$ cat src/rtl/bru_pkg.sv
// bru_pkg: shared constants and types for the branch resolve unit.
// Holds funct3 encodings, the resolution bundle and the shadow default.
package bru_pkg;

   localparam int BRU_XLEN       = 32;
   localparam int BRU_SHADOW_DEF = 2;

   localparam logic [2:0] F3_BEQ  = 3'b000;
   localparam logic [2:0] F3_BNE  = 3'b001;
   localparam logic [2:0] F3_R010 = 3'b010;
   localparam logic [2:0] F3_R011 = 3'b011;
   localparam logic [2:0] F3_BLT  = 3'b100;
   localparam logic [2:0] F3_BGE  = 3'b101;
   localparam logic [2:0] F3_BLTU = 3'b110;
   localparam logic [2:0] F3_BGEU = 3'b111;

   typedef struct packed {
      logic [BRU_XLEN-1:0] pc;
      logic                taken;
      logic [BRU_XLEN-1:0] target;
   } bru_resolve_t;

   function automatic logic f3_reserved(input logic [2:0] f3);
      return (f3 == F3_R010) || (f3 == F3_R011);
   endfunction

endpackage

$ cat src/rtl/branch_compare.sv
// branch_compare: combinational condition evaluator for conditional branches.
// Reserved funct3 encodings report illegal and evaluate as false.
module branch_compare
   import bru_pkg::*;
#(
   parameter int XLEN = BRU_XLEN
) (
   input  logic [XLEN-1:0] rs1,
   input  logic [XLEN-1:0] rs2,
   input  logic [2:0]      funct3,
   output logic            cond_true,
   output logic            illegal
);

   logic eq;
   logic lt;
   logic ltu;

   always_comb begin
      eq        = (rs1 == rs2);
      lt        = ($signed(rs1) < $signed(rs2));
      ltu       = (rs1 < rs2);
      cond_true = 1'b0;
      illegal   = f3_reserved(funct3);
      unique case (funct3)
         F3_BEQ:  cond_true = eq;
         F3_BNE:  cond_true = ~eq;
         F3_BLT:  cond_true = lt;
         F3_BGE:  cond_true = ~lt;
         F3_BLTU: cond_true = ltu;
         F3_BGEU: cond_true = ~ltu;
         default: cond_true = 1'b0;
      endcase
   end

endmodule

$ cat src/rtl/branch_resolve_unit.sv
// branch_resolve_unit: EX-stage branch/jump resolver with redirect and squash.
// Define BRU_PERF_CNT_EN to add saturating branch/mispredict counters.
module branch_resolve_unit
   import bru_pkg::*;
#(
   parameter int XLEN          = BRU_XLEN,
   parameter int SHADOW_CYCLES = BRU_SHADOW_DEF
) (
   input  logic            clk,
   input  logic            rst,
   input  logic            ex_valid,
   input  logic            stall,
   input  logic            ex_is_branch,
   input  logic            ex_is_jal,
   input  logic            ex_is_jalr,
   input  logic [2:0]      ex_funct3,
   input  logic [XLEN-1:0] ex_pc,
   input  logic [XLEN-1:0] ex_rs1_val,
   input  logic [XLEN-1:0] ex_rs2_val,
   input  logic [XLEN-1:0] ex_imm,
   input  logic            ex_pred_taken,
   input  logic [XLEN-1:0] ex_pred_target,
   output logic            branch_resolved,
   output logic [XLEN-1:0] branch_pc,
   output logic            branch_taken_actual,
   output logic [XLEN-1:0] branch_target_actual,
   output logic            redirect,
   output logic [XLEN-1:0] redirect_pc,
   output logic            illegal_branch,
   output logic            misalign_exc
`ifdef BRU_PERF_CNT_EN
   ,
   output logic [XLEN-1:0] perf_branches,
   output logic [XLEN-1:0] perf_mispredicts
`endif
);

   localparam int SW = (SHADOW_CYCLES > 0) ?
                       $clog2(SHADOW_CYCLES + 1) : 1;
   localparam logic [SW-1:0] SQ_LOAD = SW'(SHADOW_CYCLES);

   logic [SW-1:0]   squash_cnt;
   bru_resolve_t    res_d;
   bru_resolve_t    res_q;

   logic            cond_true;
   logic            cmp_illegal;
   logic            is_cf;
   logic            capture;
   logic            br_illegal;
   logic            taken;
   logic            mispred;
   logic            misal;
   logic            redir;
   logic [XLEN-1:0] sum;
   logic [XLEN-1:0] target;
   logic [XLEN-1:0] next_pc;

   branch_compare #(
      .XLEN      (XLEN)
   ) u_cmp (
      .rs1       (ex_rs1_val),
      .rs2       (ex_rs2_val),
      .funct3    (ex_funct3),
      .cond_true (cond_true),
      .illegal   (cmp_illegal)
   );

   always_comb begin
      is_cf      = ex_is_branch | ex_is_jal | ex_is_jalr;
      capture    = ex_valid & ~stall & is_cf &
                   (squash_cnt == '0);
      br_illegal = ex_is_branch & cmp_illegal;
      sum        = (ex_is_jalr ? ex_rs1_val : ex_pc) + ex_imm;
      target     = {sum[XLEN-1:1], sum[0] & ~ex_is_jalr};
      taken      = ex_is_jal | ex_is_jalr |
                   (ex_is_branch & cond_true & ~cmp_illegal);
      mispred    = (taken != ex_pred_taken) |
                   (taken & ex_pred_taken &
                    (target != ex_pred_target));
      // A misaligned target traps instead of redirecting fetch.
      misal      = taken & target[1];
      redir      = mispred & ~misal;
      next_pc    = taken ? target : (ex_pc + XLEN'(4));
      res_d.pc     = BRU_XLEN'(ex_pc);
      res_d.taken  = taken;
      res_d.target = BRU_XLEN'(target);
   end

   always_ff @(posedge clk or negedge rst) begin
      if (!rst) begin
         res_q           <= '0;
         redirect_pc     <= '0;
         branch_resolved <= 1'b0;
         redirect        <= 1'b0;
         illegal_branch  <= 1'b0;
         misalign_exc    <= 1'b0;
      end else begin
         branch_resolved <= capture;
         redirect        <= capture & redir;
         illegal_branch  <= capture & br_illegal;
         misalign_exc    <= capture & misal;
         if (capture) begin
            res_q       <= res_d;
            redirect_pc <= next_pc;
         end
      end
   end

   // Wrong-path shadow: counts only cycles the pipe actually advances.
   always_ff @(posedge clk or negedge rst) begin
      if (!rst) begin
         squash_cnt <= '0;
      end else if (capture & redir) begin
         squash_cnt <= SQ_LOAD;
      end else if (!stall && squash_cnt != '0) begin
         squash_cnt <= squash_cnt - SW'(1);
      end
   end

   assign branch_pc            = XLEN'(res_q.pc);
   assign branch_taken_actual  = res_q.taken;
   assign branch_target_actual = XLEN'(res_q.target);

`ifdef BRU_PERF_CNT_EN
   always_ff @(posedge clk or negedge rst) begin
      if (!rst) begin
         perf_branches    <= '0;
         perf_mispredicts <= '0;
      end else begin
         if (capture && ~&perf_branches)
            perf_branches <= perf_branches + XLEN'(1);
         if (capture && redir && ~&perf_mispredicts)
            perf_mispredicts <= perf_mispredicts + XLEN'(1);
      end
   end
`endif

endmodule

$ cat config.mk
export PLATFORM = sky130hd
export DESIGN_NAME = branch_resolve_unit
export DESIGN_NICKNAME = d
export VERILOG_FILES = /design/src/rtl/bru_pkg.sv /design/src/rtl/branch_compare.sv /design/src/rtl/branch_resolve_unit.sv
export SDC_FILE = /design/constraint.sdc
export NUM_CORES = 1
export LEC_CHECK = 0
export ABC_CLOCK_PERIOD_IN_PS = 3310
export CAP_MARGIN = 20
export CELL_PAD_IN_SITES_DETAIL_PLACEMENT = 1
export CELL_PAD_IN_SITES_GLOBAL_PLACEMENT = 1
export CORE_MARGIN = 5
export CORE_UTILIZATION = 35
export CTS_CLUSTER_DIAMETER = 40
export CTS_CLUSTER_SIZE = 16
export DETAILED_ROUTE_END_ITERATION = 16
export GPL_TIMING_DRIVEN = 0
export PLACE_DENSITY_LB_ADDON = 0.25
export SLEW_MARGIN = 20
export SYNTH_ARGS = -nofsm -noshare
export SYNTH_HDL_FRONTEND = slang
export SYNTH_SLANG_ARGS = --single-unit
$ cat constraint.sdc
create_clock -name clk -period 3.31 [get_ports clk]
set_input_delay 0.331 -clock clk [delete_from_list [all_inputs] [get_ports clk]]
set_output_delay 0.331 -clock clk [all_outputs]
set_load 0.02 [all_outputs]
* Yosys cells after proc, flatten, opt, wreduce, memory -nomap -nowiden
Cells that the tools add are included.
Operators by class: bitwise operators 26, reduce and logical (&&, ||, !) cells 7, add/subtract/negate cells 3, equality and inequality tests 10, magnitude comparators 2, muxes and demuxes 5
Operators with widths (count):
- $lt 32x32->1 | 2
- $mux 32 | 2
- $add 32x3->32 const B | 1
- $add 32x32->32 | 1
- $eq 32x32->1 | 1
- $ne 32x32->1 | 1
- $and 1x1->1 | 14
- $eq 3x3->1 const B | 4
- $not 1->1 | 7
- $eq 3x2->1 const B | 2
- $pmux 1 s6 | 1
- $or 1x1->1 | 5
- $mux 2 | 2
- $reduce_bool 2->1 | 2
- $eq 3x1->1 const B | 1
- $logic_not 3->1 | 1
- $logic_not 2->1 | 1
- $sub 2x1->2 const B | 1
- $logic_and 1x1->1 | 1
- $logic_not 1->1 | 1
- $logic_or 1x1->1 | 1
- $ne 1x1->1 | 1
Storage, ports and cells: output and inout port bits 101, flip-flop bits (word level) 103, input bits 171

* Logic depth before layout (Yosys ltp)
depth after elaboration 12, mapped depth 17, gate-level depth less buffers 15

* Modules after synthesis
A second synthesis with hierarchy kept.
Unflattened totals: cells, all modules 1081, area total of the unflattened synthesis 8632.0 µm²
Modules (own cells, without submodules):
- branch_resolve_unit | cells an instance 960, times used 1, area each 7761.2 µm²
- branch_compare | cells an instance 121, times used 1, area each 870.8 µm²

* Worst setup path before layout
OpenSTA, ideal clock, no wires.
path type in2reg, from in ex_is_jalr, to reg squash_cnt[1], path slack -0.917 ns, stages on the path 15, data arrival time 4.127 ns, cell sequence buf_2 > buf_1 > mux2_2 > ha_1 > buf_6 > a21oi_1 > o21ai_1 > a221o_1 > o21ai_2 > nor3_1 > or4_1 > or4_1 > nor4_2 > a211oi_1 > o311ai_2
Between the ends: longest elaborated chain between the ends 9, elaborated cells between the ends (all ways) 20, classes of those cells add/sub (1); eq/ne (2); mux (2); bitwise (14); reduce/logical (1)
Ends and longest elaborated chain:
- from (decl) | line branch_resolve_unit.sv:15 | input logic ex_is_jalr,
- $mux 32 | line branch_resolve_unit.sv:74 | sum = (ex_is_jalr ? ex_rs1_val : ex_pc) + ex_imm;
- $add 32x32->32 | line branch_resolve_unit.sv:74
- $and 1x1->1 | line branch_resolve_unit.sv:75 | target = {sum[XLEN-1:1], sum[0] & ~ex_is_jalr};
- $ne 32x32->1 | line branch_resolve_unit.sv:80 | (target != ex_pred_target));
- $and 1x1->1 | line branch_resolve_unit.sv:79 | (taken & ex_pred_taken &
- $or 1x1->1 | line branch_resolve_unit.sv:78 | mispred = (taken != ex_pred_taken) |
- $and 1x1->1 | line branch_resolve_unit.sv:83 | redir = mispred & ~misal;
- $and 1x1->1 * | line branch_resolve_unit.sv:114 | end else if (capture & redir) begin
- $mux 2 or $reduce_bool 2->1 (tied branches)
- to (signal assigned) | line branch_resolve_unit.sv:117 | squash_cnt <= squash_cnt - SW'(1);
- to (decl) | line branch_resolve_unit.sv:42 | logic [SW-1:0] squash_cnt;
Every way passes the cells marked *; elsewhere a longest branch is shown, timed or not. A chain may end at the register's enable or synchronous reset.

* Worst setup path after layout
from in ex_rs1_val[17], to reg redirect
Between the ends: longest elaborated chain between the ends 11, elaborated cells between the ends (all ways) 21, classes of those cells add/sub (1); order compare (2); eq/ne (3); mux (2); bitwise (13)
Ends and longest elaborated chain:
- from (decl) | line branch_resolve_unit.sv:18 | input logic [XLEN-1:0] ex_rs1_val,
- $lt 32x32->1 (tied with other cells) | line branch_compare.sv:22 | ltu = (rs1 < rs2);
- $not 1->1 (on tied branches) | line branch_compare.sv:31, branch_compare.sv:27, branch_compare.sv:29
- $pmux 1 s6 | line branch_compare.sv:25 | unique case (funct3)
- $and 1x1->1 (2 in series) | line branch_resolve_unit.sv:77 | (ex_is_branch & cond_true & ~cmp_illegal);
- $or 1x1->1 | line branch_resolve_unit.sv:76 | taken = ex_is_jal | ex_is_jalr |
- $and 1x1->1 (2 in series) | line branch_resolve_unit.sv:79
- $or 1x1->1 | line branch_resolve_unit.sv:78
- $and 1x1->1 * | line branch_resolve_unit.sv:83
- $and 1x1->1 * | line branch_resolve_unit.sv:100 | redirect <= capture & redir;
- to (signal assigned) | line branch_resolve_unit.sv:100
- to (decl) | line branch_resolve_unit.sv:27 | output logic redirect,
Marks and branches as above.

==> results_dict.tcl <==
set metrics [dict create \
    fin_crit_sh_pct 120 \
    finalClockSkew_ps 12.8 \
    run_status "complete, but fails checks" \
    syn_area_um2 8580 \
    detailedRoute.firstPassIterationCount 5 \
    power_density_nw_per_um2 576 \
    synth_largest_area_cell "sky130_fd_sc_hd__dfrtp_1" \
    worstSetupEndpointType "flip-flop" \
    core_area_um2 24200 \
    crit_path_cell_trace "dlygate4sd2_1, mux2_4, ha_4, nand4_1, nor4_2, o211ai_1, o211ai_1, xnor2_2, xnor2_1, or4_1, or4_4, nor4_4, a211oi_2, buf_4, buf_6" \
    syn_inst 1047 \
    fmaxAchievable_ghz 0.252 \
    grt.total_usage_pct 29.0 \
    grt_pass1_vias 10300 \
    register_clock_pin_slew_on_the_reported_worst_setup_and_hold_paths_ps 80 \
    cts.htree.levels 3 \
    final-hold-violation-count 0 \
    fp.dieArea_um2 27700 \
    synth_cell_types 73 \
    fin_ws_ps -658 \
    finalSetupViolations 24 \
    finalCriticalPeriod_ps 3970 \
    leakage_uw 0.00631 \
    die_h_um 167 \
    floorplan.initialDensity_pct 35.4 \
    multi_input_gate_area_in_the_final_layout_um2 7020 \
    final_cells 1753 \
    slew-limit-headroom_pct 41.8 \
    timing.critical_path.from_type "input port" \
    antenna_found_initial 3 \
    post_route_cells_drive_above_1_share_pct 28.3 \
    io-pin-count 272 \
    cap_violations 0 \
    rsz0062_at_grt "yes" \
    critical_path.max_stage_delay_ps 570 \
    p_total_uw 8280 \
    routedWlPerCell_um 26.1 \
    post_synthesis_area_per_instance_um2 8.19 \
    num-fill-cells 2733 \
    place_inst 1642 \
    synth_common_cells "214 x sky130_fd_sc_hd__nand2_1, 103 x sky130_fd_sc_hd__dfrtp_1, 92 x sky130_fd_sc_hd__o21ai_0" \
    detailedPlacementHpwl_um 31600 \
    timing_worst_slew_pin_value_ps 867 \
    grt_max_degree 71 \
    synth_warnings 0 \
    main_area_contributors_after_synthesis "sky130_fd_sc_hd__dfrtp_1 30%, sky130_fd_sc_hd__ha_1 9.6%, sky130_fd_sc_hd__nand2_1 9.4%, sky130_fd_sc_hd__mux2_2 5.9%, sky130_fd_sc_hd__o21ai_0 5.4%" \
    route.vias.total 10100 \
    critPathMaxFanout 6 \
    hold_class "input port to flip-flop" \
    synth-edff-count 0 \
    critical_path.slowest_cell "sky130_fd_sc_hd__or4_4" \
    cp.arrival_ps 4230 \
    ctsRootBufferMaster "sky130_fd_sc_hd__clkbuf_16" \
    synth.net_count 1285 \
    max-vdd-ir-drop_uv 343 \
    numCtsBuffers 9 \
    critPathBufInv 3 \
    most_frequent_cell_on_critical_path "sky130_fd_sc_hd__o211ai_1" \
    number_of_storage_elements_in_the_synthesis_netlist 103 \
    dr.first_iter.drc_count 700 \
    final_core_utilization_pct 59.3 \
    avg_vias_per_cell 5.76 \
    remaining_drc_errors 0 \
    critPathTopFamily "simple AND/OR/NAND/NOR gates" \
    clock_sink_count 103 \
    finalWirelength_um 45700 \
    asyncSetResetFlopFracSynth_pct 100 \
    part_of_the_yosys_area_used_for_sequential_elements_pct 30.0 \
    cts_max_path_buffers 2 \
    seqCellArea_um2 2580 \
    clkLatencyLatePin_ps 360 \
    post-synth-top-area-fraction_pct 30.0 \
    port-buffer-count 270 \
    finalInstanceArea_um2 14400 \
    slew_viol_final 0 \
    dpl-instance-area_um2 12000 \
    core.rowCount 57 \
    nNetsFinal 1660 \
    violations "negative setup slack" \
    grt_first_pass_wirelength_um 62400 \
    routability_congestion_estimate_from_global_placement 0.923 \
    setup.worst_path.class "input port to flip-flop" \
    fin_tns_setup_ps -2810 \
    critPathRequiredTime_ps 3570 \
    yosysMostFrequentCell "sky130_fd_sc_hd__nand2_1" \
    synth_to_layout_area_growth_pct 67.6 \
    chipWidth_um 167 \
    global_route.overflow_total 0 \
    final_antenna_net_count 0 \
    tritoncts "done" \
    synth_top_flop_cell "sky130_fd_sc_hd__dfrtp_1" \
]
==> stage by stage <==
stage,setup WS (ps),hold WS [ps]
finish,-658,282
global route,-733,293
floorplan,-539,35.4
CTS,-461,227
global placement,-2330,458
detailed placement,-2310,248
==> cells by family (layout without fill, tap and decap cells) <==
logic type	Yosys count	after routing	synth area share, %
and+or+nand+nor	395	395	20.6
AOI/OAI and AO/OA	248	248	18.2
DFF	103	103	30.0
buffers and inverters	93	472	4.80
xor gates and xnor gates	90	90	9.96
adders and majority gates	67	67	9.86
muxes	51	51	6.61
other	0	3	0
==> tightest hold or removal path: cells and delay by family <==
| kind | cells | cell delay [ps] |
|---|---|---|
| buffers and inverters | 1 | 150 |
| AND/OR/NAND/NOR | 2 | 130 |
==> repair_timing <==
action,4_1_cts,5_1_grt
endpoints found under the hold margin,33,0
setup endpoints to repair,38,45
hold buffers,1,0
gates resized for setup,239,156
cloned,2,2
buffers inserted,61,39
pin swaps,70,47
==> cells in the final DEF, fill, tap and decap left out, types with 10 or more instances in the layout <==
cell,count
sky130_fd_sc_hd__a21oi_2,18
sky130_fd_sc_hd__mux2_4,24
sky130_fd_sc_hd__dlymetal6s2s_1,19
sky130_fd_sc_hd__inv_1,35
sky130_fd_sc_hd__buf_4,92
sky130_fd_sc_hd__nand4_1,18
sky130_fd_sc_hd__clkdlybuf4s50_1,198
sky130_fd_sc_hd__xor2_1,30
sky130_fd_sc_hd__clkbuf_2,13
sky130_fd_sc_hd__a21oi_4,15
sky130_fd_sc_hd__nand2_1,205
sky130_fd_sc_hd__clkbuf_16,11
sky130_fd_sc_hd__mux2_2,21
sky130_fd_sc_hd__dlygate4sd2_1,30
sky130_fd_sc_hd__inv_2,12
sky130_fd_sc_hd__ha_1,27
sky130_fd_sc_hd__buf_6,12
sky130_fd_sc_hd__clkbuf_1,17
sky130_fd_sc_hd__dfrtp_1,103
sky130_fd_sc_hd__o21ai_0,74
sky130_fd_sc_hd__ha_4,39
sky130_fd_sc_hd__nand3_1,23
sky130_fd_sc_hd__a21o_1,21
sky130_fd_sc_hd__o21ai_1,12
sky130_fd_sc_hd__o21ai_2,17
sky130_fd_sc_hd__a21oi_1,32
sky130_fd_sc_hd__xnor2_1,40
sky130_fd_sc_hd__clkdlybuf4s15_2,10
sky130_fd_sc_hd__nor2_1,57
==> sequential cells by signal (all words and copies together), names as in the netlist <==
| name | cells |
|---|---|
| branch_pc | 32 |
| branch_target_actual | 32 |
| illegal_branch | 1 |
| redirect_pc | 32 |
| misalign_exc | 1 |
| branch_resolved | 1 |
| squash_cnt | 2 |
| branch_taken_actual | 1 |
| redirect | 1 |
==> power breakdown <==
group | switching [uW] | total (uW) | internal [uW]
combinational | 2740 | 5020 | 2280
clock | 556 | 1080 | 520
sequential | 362 | 2190 | 1830
total | 3660 | 8280 | 4630
==> worst paths after layout <==
| kind | from | endpoint | slack (ps) | cells past startpoint |
|---|---|---|---|---|
| worst min register to register | branch_pc[24] | branch_pc[24] | 480 | 2 |
| max in group asynchronous | rst | redirect_pc[7] | 2160 | 3 |
| worst max-delay path | ex_rs1_val[17] | redirect | -660 | 15 |
| min in group asynchronous | rst | branch_pc[25] | 440 | 2 |
| worst max register to register | squash_cnt[1] | branch_pc[20] | 290 | 10 |
| worst min-delay path | ex_pc[15] | branch_pc[15] | 280 | 3 |
==> routing by layer <==
metal / vias to the layer above / GRT usage [%] / wire length (um)
met5: - / 0 / 0
met4: 0 / 10.9 / 2510
met3: 151 / 5.97 / 3210
met2: 539 / 49.9 / 22300
met1: 5007 / 35.8 / 17700
li1: 4403 / - / -
==> layout make-up <==
| class | instances | area share [%] |
|---|---|---|
| multi-input combinational | 851 | 48.8 |
| timing repair buffer | 375 | 25.1 |
| sequential | 103 | 17.9 |
| tap | 324 | 2.82 |
| buffer | 35 | 2.06 |
| clock buffer | 9 | 1.57 |
| inverter | 47 | 1.23 |
| clock inverter | 6 | 0.400 |
| antenna | 3 | 0.0522 |
(Power assumes the default switching activity.)
